[src/rtl/matrix_pkg.sv]
// Shared helpers for the LED matrix scan driver.
//   row_onehot : one-hot row select for a given row index
//   apply_pol  : map an active-high vector onto the pin polarity
// Vectors are carried at MaxWidth bits, so ROWS and COLS must not exceed MaxWidth.
// Callers truncate the result to the width they need.
package matrix_pkg;

    localparam int unsigned MaxWidth = 64;

    typedef logic [MaxWidth-1:0] vec_t;

    // Indices at or beyond MaxWidth shift the bit out, so the result is all zeros.
    function automatic vec_t row_onehot(input int unsigned idx);
        return vec_t'(1) << idx;
    endfunction

    function automatic vec_t apply_pol(input vec_t v, input logic active_low);
        return active_low ? ~v : v;
    endfunction

endpackage

[src/rtl/matrix_fb.sv]
// Double-buffered frame store for the matrix scan driver.
// Holds two banks of ROWS x COLS bits. Writes always go to the back bank and
// reads always come from the front bank. swap_i exchanges the roles of the banks.
// Nothing is copied on a swap, so the new back bank keeps its old contents.
// Ports:
//   clk_i, rst_ni : clock and asynchronous active-low reset (clears both banks)
//   wr_en_i       : write wr_data_i into back-bank row wr_row_i (out-of-range rows are ignored)
//   swap_i        : exchange the front and back banks on this edge
//   rd_row_i      : front-bank row to read
//   rd_data_o     : combinational read data
module matrix_fb
    import matrix_pkg::*;
#(
    parameter int unsigned ROWS = 8,
    parameter int unsigned COLS = 8
) (
    input  logic                     clk_i,
    input  logic                     rst_ni,
    input  logic                     wr_en_i,
    input  logic [$clog2(ROWS)-1:0]  wr_row_i,
    input  logic [COLS-1:0]          wr_data_i,
    input  logic                     swap_i,
    input  logic [$clog2(ROWS)-1:0]  rd_row_i,
    output logic [COLS-1:0]          rd_data_o
);

    localparam int unsigned RowW = $clog2(ROWS);
    localparam logic [RowW:0] RowsCnt = (RowW + 1)'(ROWS);

    logic [COLS-1:0] bank_q [2][ROWS];
    logic            front_q;
    logic            wr_ok;

    assign wr_ok = {1'b0, wr_row_i} < RowsCnt;

    // A write during the swap cycle goes to the bank that was back before the
    // edge, so it becomes visible right away in the new front bank.
    always_ff @(posedge clk_i or negedge rst_ni) begin
        if (!rst_ni) begin
            front_q <= 1'b0;
            for (int r = 0; r < int'(ROWS); r++) begin
                bank_q[0][r] <= '0;
                bank_q[1][r] <= '0;
            end
        end else begin
            if (wr_en_i && wr_ok) begin
                bank_q[~front_q][wr_row_i] <= wr_data_i;
            end
            if (swap_i) begin
                front_q <= ~front_q;
            end
        end
    end

    assign rd_data_o = bank_q[front_q][rd_row_i];

endmodule

[src/rtl/matrix_scan.sv]
// LED dot-matrix scan driver.
// Scans one row per slot of DIV cycles. The first BLANK cycles of each slot are
// dark, which stops ghosting between rows. Applies global PWM brightness and the
// configured pin polarity, and exchanges frame buffers only at frame boundaries.
// Ports:
//   clkI, rstN            : clock and asynchronous active-low reset
//   enable                : 0 forces the outputs inactive; the counters keep running
//   wr_en/wr_row/wr_data  : back-buffer row write
//   swap                  : request a buffer exchange at the end of the frame
//   brightness            : global duty; all-ones means full on, 0 means dark
//   swap_done             : one-cycle pulse after the exchange
//   frame_start           : one-cycle pulse for row 0, tick 0
//   matrix_row/matrix_col : registered row select and column drive
module matrix_scan
    import matrix_pkg::*;
#(
    parameter int unsigned ROWS           = 8,
    parameter int unsigned COLS           = 8,
    parameter int unsigned DIV            = 1000,
    parameter int unsigned BLANK          = 2,
    parameter int unsigned PWM_BITS       = 3,
    parameter bit          ROW_ACTIVE_LOW = 1'b1,
    parameter bit          COL_ACTIVE_LOW = 1'b1
) (
    input  logic                     clkI,
    input  logic                     rstN,
    input  logic                     enable,
    input  logic                     wr_en,
    input  logic [$clog2(ROWS)-1:0]  wr_row,
    input  logic [COLS-1:0]          wr_data,
    input  logic                     swap,
    input  logic [PWM_BITS-1:0]      brightness,
    output logic                     swap_done,
    output logic                     frame_start,
    output logic [ROWS-1:0]          matrix_row,
    output logic [COLS-1:0]          matrix_col
);

    localparam int unsigned RowW  = $clog2(ROWS);
    localparam int unsigned TickW = (DIV > 1) ? $clog2(DIV) : 1;

    localparam logic [TickW-1:0] TickLast  = TickW'(DIV - 1);
    localparam logic [TickW-1:0] TickBlank = TickW'(BLANK);
    localparam logic [RowW-1:0]  RowLast   = RowW'(ROWS - 1);
    localparam logic [ROWS-1:0]  RowIdle   = {ROWS{ROW_ACTIVE_LOW}};
    localparam logic [COLS-1:0]  ColIdle   = {COLS{COL_ACTIVE_LOW}};

    logic [TickW-1:0]    tick_q, tick_d;
    logic [RowW-1:0]     row_q, row_d;
    logic [PWM_BITS-1:0] pwm_q, pwm_d;
    logic                pending_q, pending_d;
    logic                swap_done_q, swap_done_d;
    logic                frame_start_q, frame_start_d;
    logic [ROWS-1:0]     row_out_q, row_out_d;
    logic [COLS-1:0]     col_out_q, col_out_d;

    logic            tick_wrap;
    logic            frame_last;
    logic            do_swap;
    logic            lit;
    logic [COLS-1:0] front_row;

    matrix_fb #(
        .ROWS (ROWS),
        .COLS (COLS)
    ) u_fb (
        .clk_i     (clkI),
        .rst_ni    (rstN),
        .wr_en_i   (wr_en),
        .wr_row_i  (wr_row),
        .wr_data_i (wr_data),
        .swap_i    (do_swap),
        .rd_row_i  (row_q),
        .rd_data_o (front_row)
    );

    always_comb begin
        tick_wrap  = (tick_q == TickLast);
        frame_last = tick_wrap && (row_q == RowLast);
        // A request arriving on the last cycle of the frame is still taken in this frame.
        do_swap    = frame_last && (pending_q || swap);

        tick_d = tick_wrap ? '0 : tick_q + 1'b1;
        row_d  = row_q;
        if (tick_wrap) begin
            row_d = (row_q == RowLast) ? '0 : row_q + 1'b1;
        end
        pwm_d = pwm_q + 1'b1;

        pending_d     = (pending_q || swap) && !do_swap;
        swap_done_d   = do_swap;
        frame_start_d = (tick_q == '0) && (row_q == '0);

        // The row only changes at the tick wrap, which always falls inside blanking.
        lit = enable && (tick_q >= TickBlank)
              && ((brightness == '1) || (pwm_q < brightness));

        row_out_d = ROWS'(apply_pol(lit ? row_onehot(32'(row_q)) : '0, ROW_ACTIVE_LOW));
        col_out_d = COLS'(apply_pol(lit ? MaxWidth'(front_row) : '0, COL_ACTIVE_LOW));
    end

    always_ff @(posedge clkI or negedge rstN) begin
        if (!rstN) begin
            tick_q        <= '0;
            row_q         <= '0;
            pwm_q         <= '0;
            pending_q     <= 1'b0;
            swap_done_q   <= 1'b0;
            frame_start_q <= 1'b0;
            row_out_q     <= RowIdle;
            col_out_q     <= ColIdle;
        end else begin
            tick_q        <= tick_d;
            row_q         <= row_d;
            pwm_q         <= pwm_d;
            pending_q     <= pending_d;
            swap_done_q   <= swap_done_d;
            frame_start_q <= frame_start_d;
            row_out_q     <= row_out_d;
            col_out_q     <= col_out_d;
        end
    end

    assign swap_done   = swap_done_q;
    assign frame_start = frame_start_q;
    assign matrix_row  = row_out_q;
    assign matrix_col  = col_out_q;

endmodule
[config.mk]
export PLATFORM = sky130hd
export DESIGN_NAME = matrix_scan
export DESIGN_NICKNAME = d
export VERILOG_FILES = /design/src/rtl/matrix_pkg.sv /design/src/rtl/matrix_fb.sv /design/src/rtl/matrix_scan.sv
export SDC_FILE = /design/constraint.sdc
export NUM_CORES = 1
export LEC_CHECK = 0
export BUFFER_PORTS_ARGS = -buffer_cell sky130_fd_sc_hd__clkbuf_2
export CAP_MARGIN = 20
export CORE_AREA = 2 2 133 109
export CTS_CLUSTER_SIZE = 16
export DETAILED_ROUTE_END_ITERATION = 10
export DIE_AREA = 0 0 135 111
export PLACE_DENSITY_LB_ADDON = 0.12
export RECOVER_POWER = 100
export SYNTH_ARGS = -nofsm -noshare
export SYNTH_HDL_FRONTEND = slang
export SYNTH_SLANG_ARGS = --single-unit
[constraint.sdc]
create_clock -name clkI -period 3 [get_ports clkI]
set_input_delay 0.6 -clock clkI [delete_from_list [all_inputs] [get_ports clkI]]
set_output_delay 0.6 -clock clkI [all_outputs]
set_load 0.01 [all_outputs]
==> run metrics <==
number of global-route vias before repair=4326; Hold WC Path Type=register to register; pin slew with the least headroom to its limit=1.57 ns; Critical Path Most Common Cell=nand2_1; synthesized area=7350 µm²; Tcrit/Tclk final=80.7%; nets@finish=563; Seq cells post-synth=164; die area=15000 µm²; Pwr per Cell Area=611 nW/µm²; TritonCTS clock tree=done; Layout Cells excl Fill=727; Syn. warnings=0; row cnt=39; Synth cell types=38; TNS Setup=0 ns; Worst path max stage delay=0.75 ns; postcts setup bufs=0; P_leak=3.67 nW; Peak VDD IR=0.396 mV; drt via density=5.79; TritonCTS Sinks=164; WP data arrival=2.78 ns; critical path class=register to register; Finish-stage setup viols=0; most frequent cells in the layout=dfrtp_1 (147), mux2_2 (122), mux4_2 (32); most common cell after layout, fill and taps aside=dfrtp_1; CTS resizes=0; Pre-antenna DRT Iters=5; Avg Cell Area, Syn=14.8 µm²; Cell Count Post-Placement=697; die width=135 µm; GRT Util Overall=22.0%; Clock Skews=0.0112 ns; Slew Limit Headroom=-4.64%; Req. time, crit path=3.36 ns; share of post-route cells with drive strength above 1=40.7%; sequential-to-total area share from yosys stat=56.1%; vias=4209; largest net degree at the start of global routing=72; IO Port Bufs=36; critical-path cell with the highest stage delay=dfrtp_2; CTS clk-pin slew, worst paths=0.06 ns; Max Slew Vio Count=62; post-DP HPWL=10100 µm; CTS buffer count=17; routability congestion estimate=0.772; H-Tree Depth=4; initial core utilization=53.0%; later-pin clock latency in the skew report=0.43 ns; status=finished, violations left; Area contributors post-synth=dfrtp_1 (50%), mux2_2 (19%), mux4_2 (9.8%), dfstp_2 (5.7%), ha_1 (2.0%); post-synth top area cell=dfrtp_1; Post-Route WL=15100 µm; Post-Syn Nets=528; I/O pins=37; Clock Tree Buf Depth=2; chip height=111 µm; post-synth top area share=50.4%; final hold vios=0; RSZ-0062 raised after global routing=no; CP Max Fanout=20; global-route wire length before repair=24400 µm; failing checks=max-capacitance violations, max-slew violations; cell family with most CP delay=flip-flops; CP bufs+invs=1; DR WL/cell=20.8 µm; Iteration-0 DRC Markers=332; fmax=413 MHz; clock root buffer=clkbuf_16; Final min period=2.42 ns; hold buffers post-CTS=0; CP Cell Sequence=clkbuf_2 -> mux4_2 -> a22oi_1 -> nand2_1 -> nand2_1; Residual DRC=0; ANT nets after route=0; Max Cap Viol=1; cells after synthesis=497; total grt overflow=0; crit path capture type=register; Filler Cell Count=1125; Area Overhead vs Synth=11.7%; Core ar.=13900 µm²; type of origin of the critical path=register; Diodes inserted=0; initial antenna violation count=0
state kept, by name, indices dropped and copies added, names as in the netlist:
name,cells
u_fb.bank_q,128
tick_q,10
matrix_col,8
matrix_row,8
pwm_q,3
row_q,3
frame_start,1
pending_q,1
swap_done,1
u_fb.front_q,1
kinds of logic (layout without fill, tap and decap cells):
logic type	after synthesis	in the layout	synth area share, %
muxes	160	160	29.4
adders and majority gates	12	12	2.04
AOI/OAI and AO/OA	25	25	2.38
buffers and inverters	34	80	2.18
DFF	164	164	56.1
xor gates and xnor gates	8	8	0.954
and+or+nand+nor	94	94	6.86
worst paths after layout:
| path | start | end | slack [ns] | cells past startpoint |
|---|---|---|---|---|
| max | row_q[0]$_DFFE_PN0N_ | matrix_col[0]$_DFF_PN1_ | 0.58 | 5 |
| min | pwm_q[0]$_DFF_PN0_ | pwm_q[0]$_DFF_PN0_ | 0.44 | 1 |
| max reg2reg | row_q[0]$_DFFE_PN0N_ | matrix_col[0]$_DFF_PN1_ | 0.58 | 5 |
| min reg2reg | pwm_q[0]$_DFF_PN0_ | pwm_q[0]$_DFF_PN0_ | 0.44 | 1 |
| max in group asynchronous | rstN | u_fb.bank_q[124]$_DFFE_PN0P_ | 0.87 | 2 |
| min in group asynchronous | rstN | u_fb.bank_q[49]$_DFFE_PN0P_ | 0.57 | 1 |
per-layer routing:
metal	up-vias	routed length, µm	track usage (%)
met5	-	0	0
met4	0	209	6.94
met3	14	603	4.62
met2	98	6780	31.4
met1	2216	7550	33.9
li1	1881	-	-
per-stage QoR:
step / hold slack (ns) / util, % / setup WS, ns / power (W) / area [µm²]
4_1_cts: 0.177 / 59.7 / 0.707 / 0.00507 / 8270
5_1_grt: 0.487 / 59.2 / 0.435 / 0.00521 / 8200
3_5_place_dp: 0.434 / 55.5 / 0.730 / 0.00291 / 7690
2_1_floorplan: 0.304 / - / 1.07 / 0.00276 / 7350
3_3_place_gp: 0.435 / 55.5 / 0.769 / 0.00289 / 7690
6_report: 0.443 / 59.2 / 0.578 / 0.00501 / 8200
layout make-up:
class	count	area, µm²	area share [%]
sequential	164	4130	50.3
multi-input combinational	299	3030	37.0
clock buffer	25	475	5.80
tap	184	230	2.81
timing repair buffer	42	209	2.55
clock inverter	5	100	1.22
inverter	8	30.0	0.366
power breakdown:
part           internal, W  switching, W
Combinational     0.000209      0.000156
Clock              0.00134      0.000812
Sequential         0.00241     0.0000905
synth_stat cells (all sizes together):
cell type	instances
dfrtp	148
mux2	128
mux4	32
nand2	29
nor2	19
dfstp	16
buf	15
a22oi	14
nand3	14
ha	12
clkbuf	11
inv	8
nand2b	7
xor2	5
nand3b	4
o21ai	4
and2	3
and4	3
nor2b	3
xnor2	3
a21oi	2
a31oi	2
nand4	2
nor3	2
nor3b	2
or3	2
a21o	1
a41oi	1
and3	1
nor4	1
nor4b	1
o221a	1
or2	1
No activity file was read; power rests on OpenSTA's default activity.
